$ cat config.mk
export PLATFORM = sky130hd
export DESIGN_NAME = instr_fetch_unit_flat
export DESIGN_NICKNAME = d
export VERILOG_FILES = /design/src/rtl/instr_fetch_unit_if.sv /design/src/rtl/instr_fetch_unit.sv /design/src/flat_wrapper.sv
export SDC_FILE = /design/constraint.sdc
export NUM_CORES = 1
export LEC_CHECK = 0
export ABC_AREA = 1
export BUFFER_PORTS_ARGS = -buffer_cell sky130_fd_sc_hd__buf_2
export CORE_MARGIN = 1
export CORE_UTILIZATION = 58
export DETAILED_ROUTE_END_ITERATION = 8
export PLACE_DENSITY = 0.8
export RECOVER_POWER = 50
export SKIP_CTS_REPAIR_TIMING = 1
export SYNTH_ARGS = -nofsm -noshare
export SYNTH_HDL_FRONTEND = slang
export SYNTH_SLANG_ARGS = --single-unit
$ cat constraint.sdc
create_clock -name clk_i -period 2.1 [get_ports clk_i]
set_input_delay 0 -clock clk_i [delete_from_list [all_inputs] [get_ports clk_i]]
set_output_delay 0 -clock clk_i [all_outputs]
set_load 0.02 [all_outputs]
$ cat src/rtl/instr_fetch_unit_if.sv
// Fetch-unit bundle: instruction memory read port, redirect request and
// the decoupled {pc, instr} stream towards decode.
interface instr_fetch_unit_if #(
    parameter int unsigned DEPTH = 4
);
    localparam int unsigned CW = $clog2(DEPTH) + 1;

    logic [31:0]   imem_addr_o;
    logic [31:0]   imem_instr_i;
    logic          redirect_i;
    logic [31:0]   redirect_pc_i;
    logic          instr_valid_o;
    logic          instr_ready_i;
    logic [31:0]   instr_o;
    logic [31:0]   pc_o;
    logic [CW-1:0] count_o;

    // Fetch unit side.
    modport master (
        output imem_addr_o,
        input  imem_instr_i,
        input  redirect_i,
        input  redirect_pc_i,
        output instr_valid_o,
        input  instr_ready_i,
        output instr_o,
        output pc_o,
        output count_o
    );

    // Memory / decode / redirect side.
    modport slave (
        input  imem_addr_o,
        output imem_instr_i,
        output redirect_i,
        output redirect_pc_i,
        input  instr_valid_o,
        output instr_ready_i,
        input  instr_o,
        input  pc_o,
        input  count_o
    );
endinterface

$ cat src/rtl/instr_fetch_unit.sv
// Instruction fetch front end: owns the PC, reads a combinational instruction
// memory and buffers {pc, instr} pairs in a small FIFO for decode.
module instr_fetch_unit #(
    parameter int unsigned DEPTH    = 4,
    parameter logic [31:0] RESET_PC = 32'h0000_0000
) (
    input logic                 clk_i,
    input logic                 rst_i,
    instr_fetch_unit_if.master  bus
);
    localparam int unsigned PW = $clog2(DEPTH);
    localparam int unsigned CW = PW + 1;

    logic [31:0]   pc_q, pc_d;
    logic [PW-1:0] wr_ptr_q, wr_ptr_d;
    logic [PW-1:0] rd_ptr_q, rd_ptr_d;
    logic [CW-1:0] count_q, count_d;
    logic [31:0]   mem_pc_q    [DEPTH];
    logic [31:0]   mem_instr_q [DEPTH];

    logic valid;
    logic pop;
    logic push;

    assign valid = (count_q != '0);
    assign pop   = valid & bus.instr_ready_i;
    // A full FIFO still accepts a fetch when the head leaves in the same cycle.
    assign push  = !bus.redirect_i & ((count_q < CW'(DEPTH)) | pop);

    always_comb begin
        pc_d     = pc_q;
        wr_ptr_d = wr_ptr_q;
        rd_ptr_d = rd_ptr_q;
        count_d  = count_q;
        if (bus.redirect_i) begin
            // Flush wins over push and pop; the presented head is killed.
            pc_d     = {bus.redirect_pc_i[31:2], 2'b00};
            wr_ptr_d = '0;
            rd_ptr_d = '0;
            count_d  = '0;
        end else begin
            if (push) begin
                pc_d     = pc_q + 32'd4;
                wr_ptr_d = wr_ptr_q + PW'(1);
            end
            if (pop) begin
                rd_ptr_d = rd_ptr_q + PW'(1);
            end
            count_d = count_q + CW'(push) - CW'(pop);
        end
    end

    always_ff @(posedge clk_i or negedge rst_i) begin
        if (!rst_i) begin
            pc_q     <= RESET_PC;
            wr_ptr_q <= '0;
            rd_ptr_q <= '0;
            count_q  <= '0;
        end else begin
            pc_q     <= pc_d;
            wr_ptr_q <= wr_ptr_d;
            rd_ptr_q <= rd_ptr_d;
            count_q  <= count_d;
        end
    end

    always_ff @(posedge clk_i or negedge rst_i) begin
        if (!rst_i) begin
            for (int i = 0; i < int'(DEPTH); i++) begin
                mem_pc_q[i]    <= '0;
                mem_instr_q[i] <= '0;
            end
        end else if (push) begin
            mem_pc_q[wr_ptr_q]    <= pc_q;
            mem_instr_q[wr_ptr_q] <= bus.imem_instr_i;
        end
    end

    assign bus.imem_addr_o   = pc_q;
    assign bus.instr_valid_o = valid;
    assign bus.count_o       = count_q;
    assign bus.instr_o       = valid ? mem_instr_q[rd_ptr_q] : '0;
    assign bus.pc_o          = valid ? mem_pc_q[rd_ptr_q] : '0;

endmodule
$ cat src/flat_wrapper.sv
// flat-port wrapper written by rule: the top's interface ports become plain ports
module instr_fetch_unit_flat 
#(
    parameter int unsigned DEPTH    = 4,
    parameter logic [31:0] RESET_PC = 32'h0000_0000
)
  (clk_i, rst_i, bus_imem_addr_o, bus_imem_instr_i, bus_redirect_i, bus_redirect_pc_i, bus_instr_valid_o, bus_instr_ready_i, bus_instr_o, bus_pc_o, bus_count_o);
  instr_fetch_unit_if #(.DEPTH(DEPTH)) bus_i ();
  input logic clk_i;
  input logic rst_i;
  output wire logic [$bits(bus_i.imem_addr_o)-1:0] bus_imem_addr_o;
  input wire logic [$bits(bus_i.imem_instr_i)-1:0] bus_imem_instr_i;
  input wire logic [$bits(bus_i.redirect_i)-1:0] bus_redirect_i;
  input wire logic [$bits(bus_i.redirect_pc_i)-1:0] bus_redirect_pc_i;
  output wire logic [$bits(bus_i.instr_valid_o)-1:0] bus_instr_valid_o;
  input wire logic [$bits(bus_i.instr_ready_i)-1:0] bus_instr_ready_i;
  output wire logic [$bits(bus_i.instr_o)-1:0] bus_instr_o;
  output wire logic [$bits(bus_i.pc_o)-1:0] bus_pc_o;
  output wire logic [$bits(bus_i.count_o)-1:0] bus_count_o;
  assign bus_imem_addr_o = bus_i.imem_addr_o;
  assign bus_i.imem_instr_i = bus_imem_instr_i;
  assign bus_i.redirect_i = bus_redirect_i;
  assign bus_i.redirect_pc_i = bus_redirect_pc_i;
  assign bus_instr_valid_o = bus_i.instr_valid_o;
  assign bus_i.instr_ready_i = bus_instr_ready_i;
  assign bus_instr_o = bus_i.instr_o;
  assign bus_pc_o = bus_i.pc_o;
  assign bus_count_o = bus_i.count_o;
  instr_fetch_unit #(.DEPTH(DEPTH), .RESET_PC(RESET_PC)) u_core (.clk_i(clk_i), .rst_i(rst_i), .bus(bus_i));
endmodule
==> flow_summary_export.csv, run 1 <==
group,metric,value,unit
grt,grt_max_degree,125,
place,io_buffers,161,
grt,grt_overflow,0,
setup_path,crit_top_cell,"buf_4",
clock_network,numCtsBuffers,29,
drt,drcViolationCount,0,
drt,wl,38500,um
setup_path,slowest_delay,550,ps
die,die_w,155.4,um
power,intPower,14.36,mW
timing,setup_viol_count_final,0,
clock_network,clock_path_buffers,3,
timing,worstMarginPinSlew,1305,ps
die,rows,55,
setup_path,crit_chain,"buf_4 -> buf_12 -> nor2_2 -> o21ai_0 -> a21oi_1 -> buf_4",
synthesis,yosysSeqAreaShare,0.5223,
setup_path,startpoint_type,"register",
place,place.gp.congestion,0.8816,
place,dp_hpwl,20540,um
clock_network,cts.sinks,285,
clock_network,cts-root-buf,"clkbuf_16",
synthesis,synthCells,1696,
power,p_leak,7.941,nW
finish,nets,1973,
grt,track_usage,0.2908,
synthesis,yosysWarnings,0,
setup_path,worst_ep_required_time,2100,ps
setup_path,critPathMaxFanout,30,
timing,clock.fmax,0.4783,GHz
drt,first_pass_iters,7,
grt,antenna_found_initial,0,
power,pwr-share-clk,0.218,
setup_path,r2r_end,"u_core.bus.count_o[2]$_DFF_PN0_",
die,die_h,155.4,um
synthesis,synth_top_family_by_area,"simple AND/OR/NAND/NOR gates",
setup_path,crit_family,"flip-flops",
timing,rsz0062_at_grt,"true",
synthesis,netlist_area,13650,um2
clock_network,worstSkewPairLatency,540,ps
run_status,status,"finished, final reports clean",
power,power.switching,9.520,mW
synthesis,yosysTopAreaCell,"dfrtp_1",
setup_path,r2r_cells,11,
finish,drive_gt1_frac,0.1397,
power,combPwrFrac,0.393,
finish,area_delta_synth_final,21.66,%
synthesis,synth-xor-area-share,0.005773,
timing,max_slew_margin,0.1301,
setup_path,path_class,"register to primary output",
setup_path,crit_arrival,2090,ps
clock_network,path_clk_slew,60,ps
finish,instances_no_fill,2232,
synthesis,synth_top_area_frac,0.5223,
setup_path,crit_slowest_cell,"dfrtp_4",
power,power.share.sequential,0.389,
setup_path,crit_start,"u_core.rd_ptr_q[1]$_DFFE_PN0P_",
timing,finClkSkew,12.11,ps
drt,vias_per_cell,5.642,
timing,final-hold-violation-count,0,
synthesis,synth_compound_area_frac,0.1793,
power,power_density,1437,nW/um2
min_path,holdCritPathClass,"primary input to asynchronous set/reset pin",
synthesis,synth_mux_area_frac,0,
synthesis,synth_area_leaders,"dfrtp_1 (52%), o21ai_0 (14%), nand2_1 (10%)",
run,maxCapViolCount,0,
drt,wire_per_inst,17.25,um
setup_path,crit_buf_inv,3,
grt,grt_pass1_wl,56720,um
die,dieArea,24160,um2
die,floorplan.initialDensity,0.5976,
power,ir_drop,0.0007154,V
drt,vias,12590,
timing,finalMaxSlewViolations,0,
clock_network,htree_num_levels,1,
power,switching_share,0.3987,
die,pin_count,168,
setup_path,end_kind,"primary output",
timing,tns,0,ps
finish,num_antenna_cells,0,
timing,finalWorstPathRequiredPeriod,2091,ps
setup_path,reg2reg_from,"u_core.bus.count_o[2]$_DFF_PN0_",
grt,grt_pass1_vias,11300,
synthesis,syn_avg_cell_area,8.051,um2
synthesis,yosys.area_share.adder,0.007881,
setup_path,timing.reg2reg.setup_slack,130,ps
timing,fin_crit_sh,0.9956,
drt,drt-initial-drc-count,1043,
clock_network,cts_tree,"yes",
synthesis,synth-simple-area-share,0.2114,
drt,ant_nets,0,
synthesis,ys_seq_elements,285,
die,core_area,22850,um2
place,dp.cells,2087,
synthesis,ys_types,37,
timing,whs,1.297,ps
## cell families after synthesis
| group | Yosys count |
|---|---|
| compound gates | 480 |
| simple gates | 719 |
| fa+ha+maj | 8 |
| buf+inv | 194 |
| flops | 285 |
| xor+xnor | 9 |
| other cells | 1 |
## power groups by stage
| stage | combinational, mW | sequential [mW] | clock [mW] |
|---|---|---|---|
| CTS | 8.46 | 9.19 | 5.24 |
| global placement | 8.16 | 9.14 | 0 |
| global route | 10.4 | 9.54 | 5.47 |
| floorplan | 5.93 | 9.04 | 0 |
| finish | 9.39 | 9.29 | 5.20 |
| detailed placement | 8.38 | 9.24 | 0 |
## cell type report
type	instances	area [um2]
flip-flops and latches	285	7142
fillers	1768	6235
multi-input cells	1220	5577
repair buffers	276	2193
clock buffers	44	872.1
well taps	313	391.6
inverters	84	332.8
clock inverters	9	95.09
repair inverters	1	8.758
## flip-flops by register name, indices dropped and copies added (netlist names)
| signal | cells |
|---|---|
| u_core.mem_instr_q | 128 |
| u_core.mem_pc_q | 120 |
| u_core.bus.imem_addr_o | 30 |
| u_core.bus.count_o | 3 |
| u_core.rd_ptr_q | 2 |
| u_core.wr_ptr_q | 2 |
## worst max-delay path by stage
stage | to | slack [ps] | depth (start not counted)
after detailed placement | u_core.bus.count_o[2]$_DFF_PN0_ | 130 | 11
after global routing | bus_instr_o[16] | -40 | 8
after floorplan | u_core.bus.count_o[2]$_DFF_PN0_ | 10 | 11
after global placement | u_core.bus.imem_addr_o[28]$_DFFE_PN0N_ | 190 | 8
after CTS | bus_pc_o[18] | -240 | 6
final | bus_pc_o[17] | 9 | 6
## worst reg2reg max path, cell delays in order (launching register included)
cell     delay, ps
dfrtp_2        410
nor2_1         140
nand2_2         80
inv_2           90
nor2_2          60
ha_1           270
inv_1           60
ha_1           140
inv_1           50
fa_1           370
o21ai_1        150
a21oi_1         60
## synthesized netlist by cell type (all sizes together)
master / n
o21ai: 393
nand2: 373
nor2: 307
dfrtp: 285
inv: 84
a21oi: 68
buf: 58
clkbuf: 52
nand3: 30
a22oi: 16
xor2: 8
ha: 7
nand4: 3
and2: 2
a31oi: 1
conb: 1
fa: 1
nand3b: 1
nor2b: 1
nor3: 1
o221ai: 1
o22ai: 1
or2: 1
xnor2: 1
## through the flow
stage	area, um2	total power [mW]	utilization	setup WS (ps)
finish	16610	23.88	0.7271	9.240
global route	16610	25.45	0.7271	-39.92
CTS	15510	22.89	0.6791	-241.5
detailed placement	14550	17.62	0.6367	127.2
global placement	14550	17.30	0.6367	188.7
floorplan	13670	14.98	-	11.91
## metal layers
metal  routed length, um  vias up  GRT usage
li1                    -     5902          -
met1               16230     6055     0.4177
met2               18540      562     0.4636
met3                2771       74    0.03677
met4                 949        0    0.09057
met5                   0        -          0
## placed cells by master (no fill, tap or decap), types with 7 or more instances in the layout
cell	instances
nor2_4	7
clkbuf_8	9
a21oi_1	64
dlygate4sd3_1	70
o21ai_1	29
nand3_1	29
inv_1	79
nor2_2	10
xor2_1	8
nor2_1	290
buf_4	34
a22oi_1	16
nand2_4	7
clkinv_2	7
clkbuf_1	37
ha_1	7
o21ai_0	364
buf_2	112
clkbuf_16	35
buf_12	9
nand2_1	362
dfrtp_1	281
Power figures use the tool's default switching activity.
==> inputs of run 2 (changes only) <==
--- a/config.mk
+++ b/config.mk
@@ -9,7 +9,7 @@
 export BUFFER_PORTS_ARGS = -buffer_cell sky130_fd_sc_hd__buf_2
 export CORE_MARGIN = 1
-export CORE_UTILIZATION = 58
+export CORE_UTILIZATION = 50
 export DETAILED_ROUTE_END_ITERATION = 8
-export PLACE_DENSITY = 0.8
+export PLACE_DENSITY = 0.7
 export RECOVER_POWER = 50
 export SKIP_CTS_REPAIR_TIMING = 1
==> constraint.sdc (replaced) <==
create_clock -name clk_i -period 2.1 [get_ports clk_i]
set_input_delay 0 -clock clk_i [delete_from_list [all_inputs] [get_ports clk_i]]
set_output_delay 0 -clock clk_i [all_outputs]
set_load 0.005 [all_outputs]
==> run 2 against run 1 <==
Net effect: the flow now finishes with violations (setup timing); critical path depth increased by 1; combinational power is 18% lower; fmax shrank 0.55%; first-iteration DRC count fell by 2.1%; sequential cell count unchanged; sequential share of layout area increased by 0.34 points; clock skew up 11 ps; total power shrank 5.2%; largest cell class unchanged; highest routed layer unchanged.
==> flow_summary_export.csv, run 2 (synthesized netlist as in run 1, its figures left out) <==
group,metric,value,unit
run_status,status,"complete, but fails checks",
run_status,violations,"setup timing",
drt,vias,12180,
timing,layout_setup_ws,-2.218,ps
setup_path,r2r_end,"u_core.bus.imem_addr_o[9]$_DFFE_PN0N_",
place,place.gp.congestion,0.9099,
drt,wire_per_inst,16.40,um
finish,nets,1963,
finish,num_antenna_cells,0,
die,floorplan.initialDensity,0.5081,
grt,grt_pass1_wl,59440,um
finish,regMostFlops,"u_core.mem_instr_q",
timing,clock.fmax,0.4757,GHz
die,rows,60,
timing,finalMaxSlewViolations,0,
die,core_area,26880,um2
clock_network,cts.sinks,285,
finish,layout_commonest_cell,"o21ai_0",
clock_network,numCtsBuffers,31,
die,die_w,167.3,um
place,place_area,14590,um2
clock_network,cts-root-buf,"clkbuf_16",
min_path,hold_end,"u_core.bus.imem_addr_o[11]$_DFFE_PN0N_",
grt,track_usage,0.2598,
drt,drcViolationCount,0,
setup_path,timing.reg2reg.setup_slack,130,ps
clock_network,cts_tree,"yes",
die,die_h,167.3,um
min_path,worstHoldPathCells,4,
finish,final_cell_area,16470,um2
power,power,22.63,mW
min_path,holdCritPathClass,"primary input to register",
setup_path,worst_ep_required_time,2100,ps
drt,vias_per_cell,5.405,
grt,grt_max_degree,125,
setup_path,critPathMaxFanout,16,
timing,final-hold-violation-count,0,
power,power_density,1374,nW/um2
drt,drt-initial-drc-count,1021,
setup_path,crit_arrival,2100,ps
drt,wl,36940,um
timing,max_slew_margin,0.2410,
clock_network,htree_num_levels,1,
min_path,hold_start,"bus_redirect_pc_i[11]",
die,pin_count,168,
setup_path,r2r_cells,6,
grt,grt_pass1_vias,11600,
drt,ant_nets,0,
timing,finClkSkew,23.08,ps
setup_path,startpoint_type,"register",
die,dieArea,27970,um2
drt,first_pass_iters,5,
finish,largest_reg_flops,128,
run,maxCapViolCount,0,
timing,finalWorstPathRequiredPeriod,2102,ps
finish,area_delta_synth_final,20.64,%
place,io_buffers,161,
finish,drive_gt1_frac,0.1449,
grt,antenna_found_initial,0,
power,p_leak,7.949,nW
finish,layout_common_cells,"o21ai_0 (368), nand2_1 (363), nor2_1 (296)",
clock_network,worstSkewPairLatency,560,ps
timing,worstMarginPinSlew,1139,ps
finish,final_core_util,0.6129,
setup_path,path_class,"register to primary output",
clock_network,clock_path_buffers,3,
clock_network,path_clk_slew,60,ps
timing,setup_viol_count_final,1,
place,dp_hpwl,20990,um
timing,rsz0062_at_grt,"true",
grt,grt_overflow,0,
setup_path,end_kind,"primary output",
power,ir_drop,0.0007374,V
setup_path,reg2reg_from,"u_core.bus.imem_addr_o[2]$_DFFE_PN0N_",
timing,fin_crit_sh,1.001,
run 2: layer usage:
layer / track usage / vias up / part of all wire
met4: 0.05903 / 0 / 0.018
met3: 0.03096 / 47 / 0.058
met2: 0.4291 / 397 / 0.47
met1: 0.3682 / 5851 / 0.45
met5: 0 / - / 0
li1: - / 5883 / -
run 2: worst max-delay path by stage:
stage	endpoint	slack, ps	from
2_1_floorplan	u_core.bus.count_o[2]$_DFF_PN0_	130	u_core.bus.count_o[2]$_DFF_PN0_
3_3_place_gp	u_core.bus.imem_addr_o[28]$_DFFE_PN0N_	170	u_core.bus.count_o[2]$_DFF_PN0_
3_5_place_dp	u_core.bus.imem_addr_o[28]$_DFFE_PN0N_	90	u_core.bus.count_o[2]$_DFF_PN0_
4_1_cts	bus_pc_o[16]	-250	u_core.bus.count_o[2]$_DFF_PN0_
5_1_grt	bus_pc_o[18]	-50	u_core.rd_ptr_q[0]$_DFFE_PN0P_
6_report	bus_pc_o[5]	-2	u_core.rd_ptr_q[0]$_DFFE_PN0P_
run 2: cell type report:
cell class	count	area [um2]
Clock buffer	38	852.1
Clock inverter	20	235.2
Fill cell	2420	10400
Inverter	84	330.3
Multi-Input combinational cell	1220	5555
Sequential cell	285	7137
Tap cell	341	426.7
Timing Repair Buffer	265	1936
run 2: metrics by stage:
step                      setup WS, ps  hold slack (ps)  std cells  TNS (ps)
after floorplan                  125.3           -295.6       1699         0
after global placement           170.8            33.56       2120         0
after detailed placement         92.15            40.25       2120         0
after CTS                       -248.3           -561.6       2178     -7521
after global routing            -53.74            207.8       2253    -389.0
final                           -2.218            203.9       2253    -2.218
run 2: report_power, final:
group | total (mW) | leakage [nW] | internal [mW] | switching [mW]
Sequential | 9.22 | 3.57 | 7.85 | 1.37
Clock | 5.70 | 0.547 | 3.49 | 2.21
Combinational | 7.71 | 3.83 | 3.06 | 4.65
run 2: worst max-delay path: stages, from the launching register on:
cell	delay, ps
dfrtp_4	560
buf_4	200
clkbuf_16	190
nor2_1	60
nor2_1	70
o21ai_0	90
a21oi_1	210
buf_2	150
==> inputs of run 3 (changes only) <==
--- a/config.mk
+++ b/config.mk
@@ -11,4 +11,5 @@
 export CORE_UTILIZATION = 50
 export DETAILED_ROUTE_END_ITERATION = 8
+export GPL_TIMING_DRIVEN = 0
 export PLACE_DENSITY = 0.7
 export RECOVER_POWER = 50
==> constraint.sdc (replaced) <==
create_clock -name clk_i -period 2.1 [get_ports clk_i]
set_input_delay 0.105 -clock clk_i [delete_from_list [all_inputs] [get_ports clk_i]]
set_output_delay 0.105 -clock clk_i [all_outputs]
set_load 0.005 [all_outputs]
==> run 3 against run 2 <==
Net effect: the run ends with hold timing, setup timing left; register-to-register slack lost 100 ps; clock skew shrank 8.7 ps; critical path type unchanged; sequential cell count is the same; setup slack lost 2.8 ps; via count grew 3.9%; non-clock buffer count grew 82; final area grew 4.2%; utilization grew 2.6 points.
==> flow_summary_export.csv, run 3 (synthesized netlist as in run 1, its figures left out) <==
group,metric,value,unit
run_status,status,"complete, but fails checks",
run_status,violations,"hold timing, setup timing",
clock_network,numCtsBuffers,34,
place,dp_hpwl,26810,um
clock_network,cts.sinks,285,
finish,drive_gt1_frac,0.1733,
finish,regMostFlops,"u_core.mem_instr_q",
finish,layout_commonest_cell,"nand2_1",
clock_network,cts-root-buf,"clkbuf_16",
timing,final-hold-violation-count,1,
die,dieArea,27970,um2
clock_network,cts_tree,"yes",
finish,area_delta_synth_final,25.74,%
finish,multi_input_area,5615,um2
finish,nFillCells,2301,
timing,finClkSkew,14.34,ps
grt,grt_max_degree,109,
die,rows,60,
timing,clock.fmax,0.4751,GHz
timing,finalWorstPathRequiredPeriod,2105,ps
drt,vias_per_cell,5.414,
drt,drt-initial-drc-count,963,
power,p_leak,8.296,nW
finish,largest_reg_flops,128,
setup_path,r2r_end,"u_core.bus.count_o[2]$_DFF_PN0_",
place,place.gp.congestion,0.8791,
timing,finalMaxSlewViolations,0,
finish,seqCellArea,7134,um2
drt,vias,12650,
clock_network,path_clk_slew,60,ps
setup_path,path_class,"register to primary output",
timing,rsz0062_at_grt,"true",
grt,grt_pass1_vias,11920,
drt,drcViolationCount,0,
run,maxCapViolCount,0,
setup_path,worst_ep_required_time,2000,ps
drt,ant_nets,0,
finish,instances_no_fill,2337,
place,io_buffers,161,
drt,wl,40830,um
power,ir_drop,0.0006296,V
timing,whs,-9.842,ps
setup_path,reg2reg_from,"u_core.bus.count_o[2]$_DFF_PN0_",
grt,grtUsageMet3,0.04892,
drt,first_pass_iters,5,
setup_path,r2r_cells,11,
min_path,holdCritPathClass,"primary input to register",
setup_path,timing.reg2reg.setup_slack,30,ps
timing,fin_crit_sh,1.002,
grt,grtUsageMet1,0.3976,
timing,worstMarginPinSlew,1104,ps
clock_network,htree_num_levels,2,
die,die_w,167.3,um
power,power_density,1384,nW/um2
timing,setup_viol_count_final,1,
min_path,hold_start,"bus_redirect_i",
grt,track_usage,0.2853,
finish,final_core_util,0.6388,
setup_path,startpoint_type,"register",
place,dp.cells,2203,
die,core_area,26880,um2
min_path,worstHoldPathCells,5,
setup_path,crit_arrival,2000,ps
die,pin_count,168,
finish,num_antenna_cells,0,
grt,grt_overflow,0,
clock_network,worstSkewPairLatency,510,ps
die,die_h,167.3,um
setup_path,critPathMaxFanout,10,
grt,grt_busiest_layer,"met2",
die,floorplan.initialDensity,0.5081,
grt,met2_usage,0.4582,
finish,layout_common_cells,"nand2_1 (362), o21ai_0 (351), nor2_1 (288)",
min_path,hold_end,"u_core.bus.imem_addr_o[28]$_DFFE_PN0N_",
timing,layout_setup_ws,-4.994,ps
setup_path,end_kind,"primary output",
clock_network,clock_path_buffers,3,
grt,antenna_found_initial,0,
drt,wire_per_inst,17.47,um
grt,grt_pass1_wl,63170,um
timing,max_slew_margin,0.2640,
finish,nets,2049,
-- run 3: how the worst max path moves through the flow --
stage                               startpoint                               end  cells past startpoint
6_report        u_core.rd_ptr_q[0]$_DFFE_PN0P_                   bus_instr_o[31]                      7
5_1_grt         u_core.rd_ptr_q[0]$_DFFE_PN0P_                      bus_pc_o[31]                      7
4_1_cts         u_core.rd_ptr_q[0]$_DFFE_PN0P_                      bus_pc_o[14]                      7
3_5_place_dp   u_core.bus.count_o[2]$_DFF_PN0_   u_core.bus.count_o[2]$_DFF_PN0_                     11
3_3_place_gp                             rst_i  u_core.mem_pc_q[125]$_DFFE_PN0P_                      1
2_1_floorplan  u_core.bus.count_o[2]$_DFF_PN0_   u_core.bus.count_o[2]$_DFF_PN0_                     11
-- run 3: critical path, cell delays in order, from the launching register on --
cell and delay, ps:
dfrtp_1 430, buf_6 190, clkbuf_4 240, nor2_1 60
nor2_1 70, o21ai_0 100, a21oi_1 250, buf_2 170
-- run 3: power breakdown --
part	leakage, nW	internal, mW	total, mW	switching (mW)
Sequential	3.57	7.85	9.24	1.39
Clock	0.558	3.69	5.98	2.29
Combinational	4.17	3.48	8.54	5.06
-- run 3: metrics by stage --
stage | setup slack [ps] | setup TNS (ps) | power, mW | instance area, um2
after floorplan | 125.3 | 0 | 13.91 | 13670
after global placement | -4387 | -1245640 | 16.66 | 14900
after detailed placement | -351.9 | -604.3 | 16.94 | 14960
after CTS | -370.9 | -16200 | 22.96 | 16100
after global routing | -45.43 | -603.7 | 25.37 | 17170
final | -4.994 | -4.994 | 23.76 | 17170
-- run 3: per-layer routing --
metal,vias up,share of wire
met5,-,0
met4,0,0.021
met3,63,0.070
met2,469,0.48
met1,6049,0.43
li1,6071,-
-- run 3: area by class of cell --
| type | instances | area share |
|---|---|---|
| clock buffer | 54 | 0.06173 |
| inverter | 84 | 0.01924 |
| tap | 341 | 0.02485 |
| clock inverter | 5 | 0.004373 |
| sequential | 285 | 0.4155 |
| buffer | 109 | 0.04999 |
| timing repair inverter | 1 | 0.0002915 |
| timing repair buffer | 238 | 0.09692 |
| multi-input combinational | 1220 | 0.3271 |
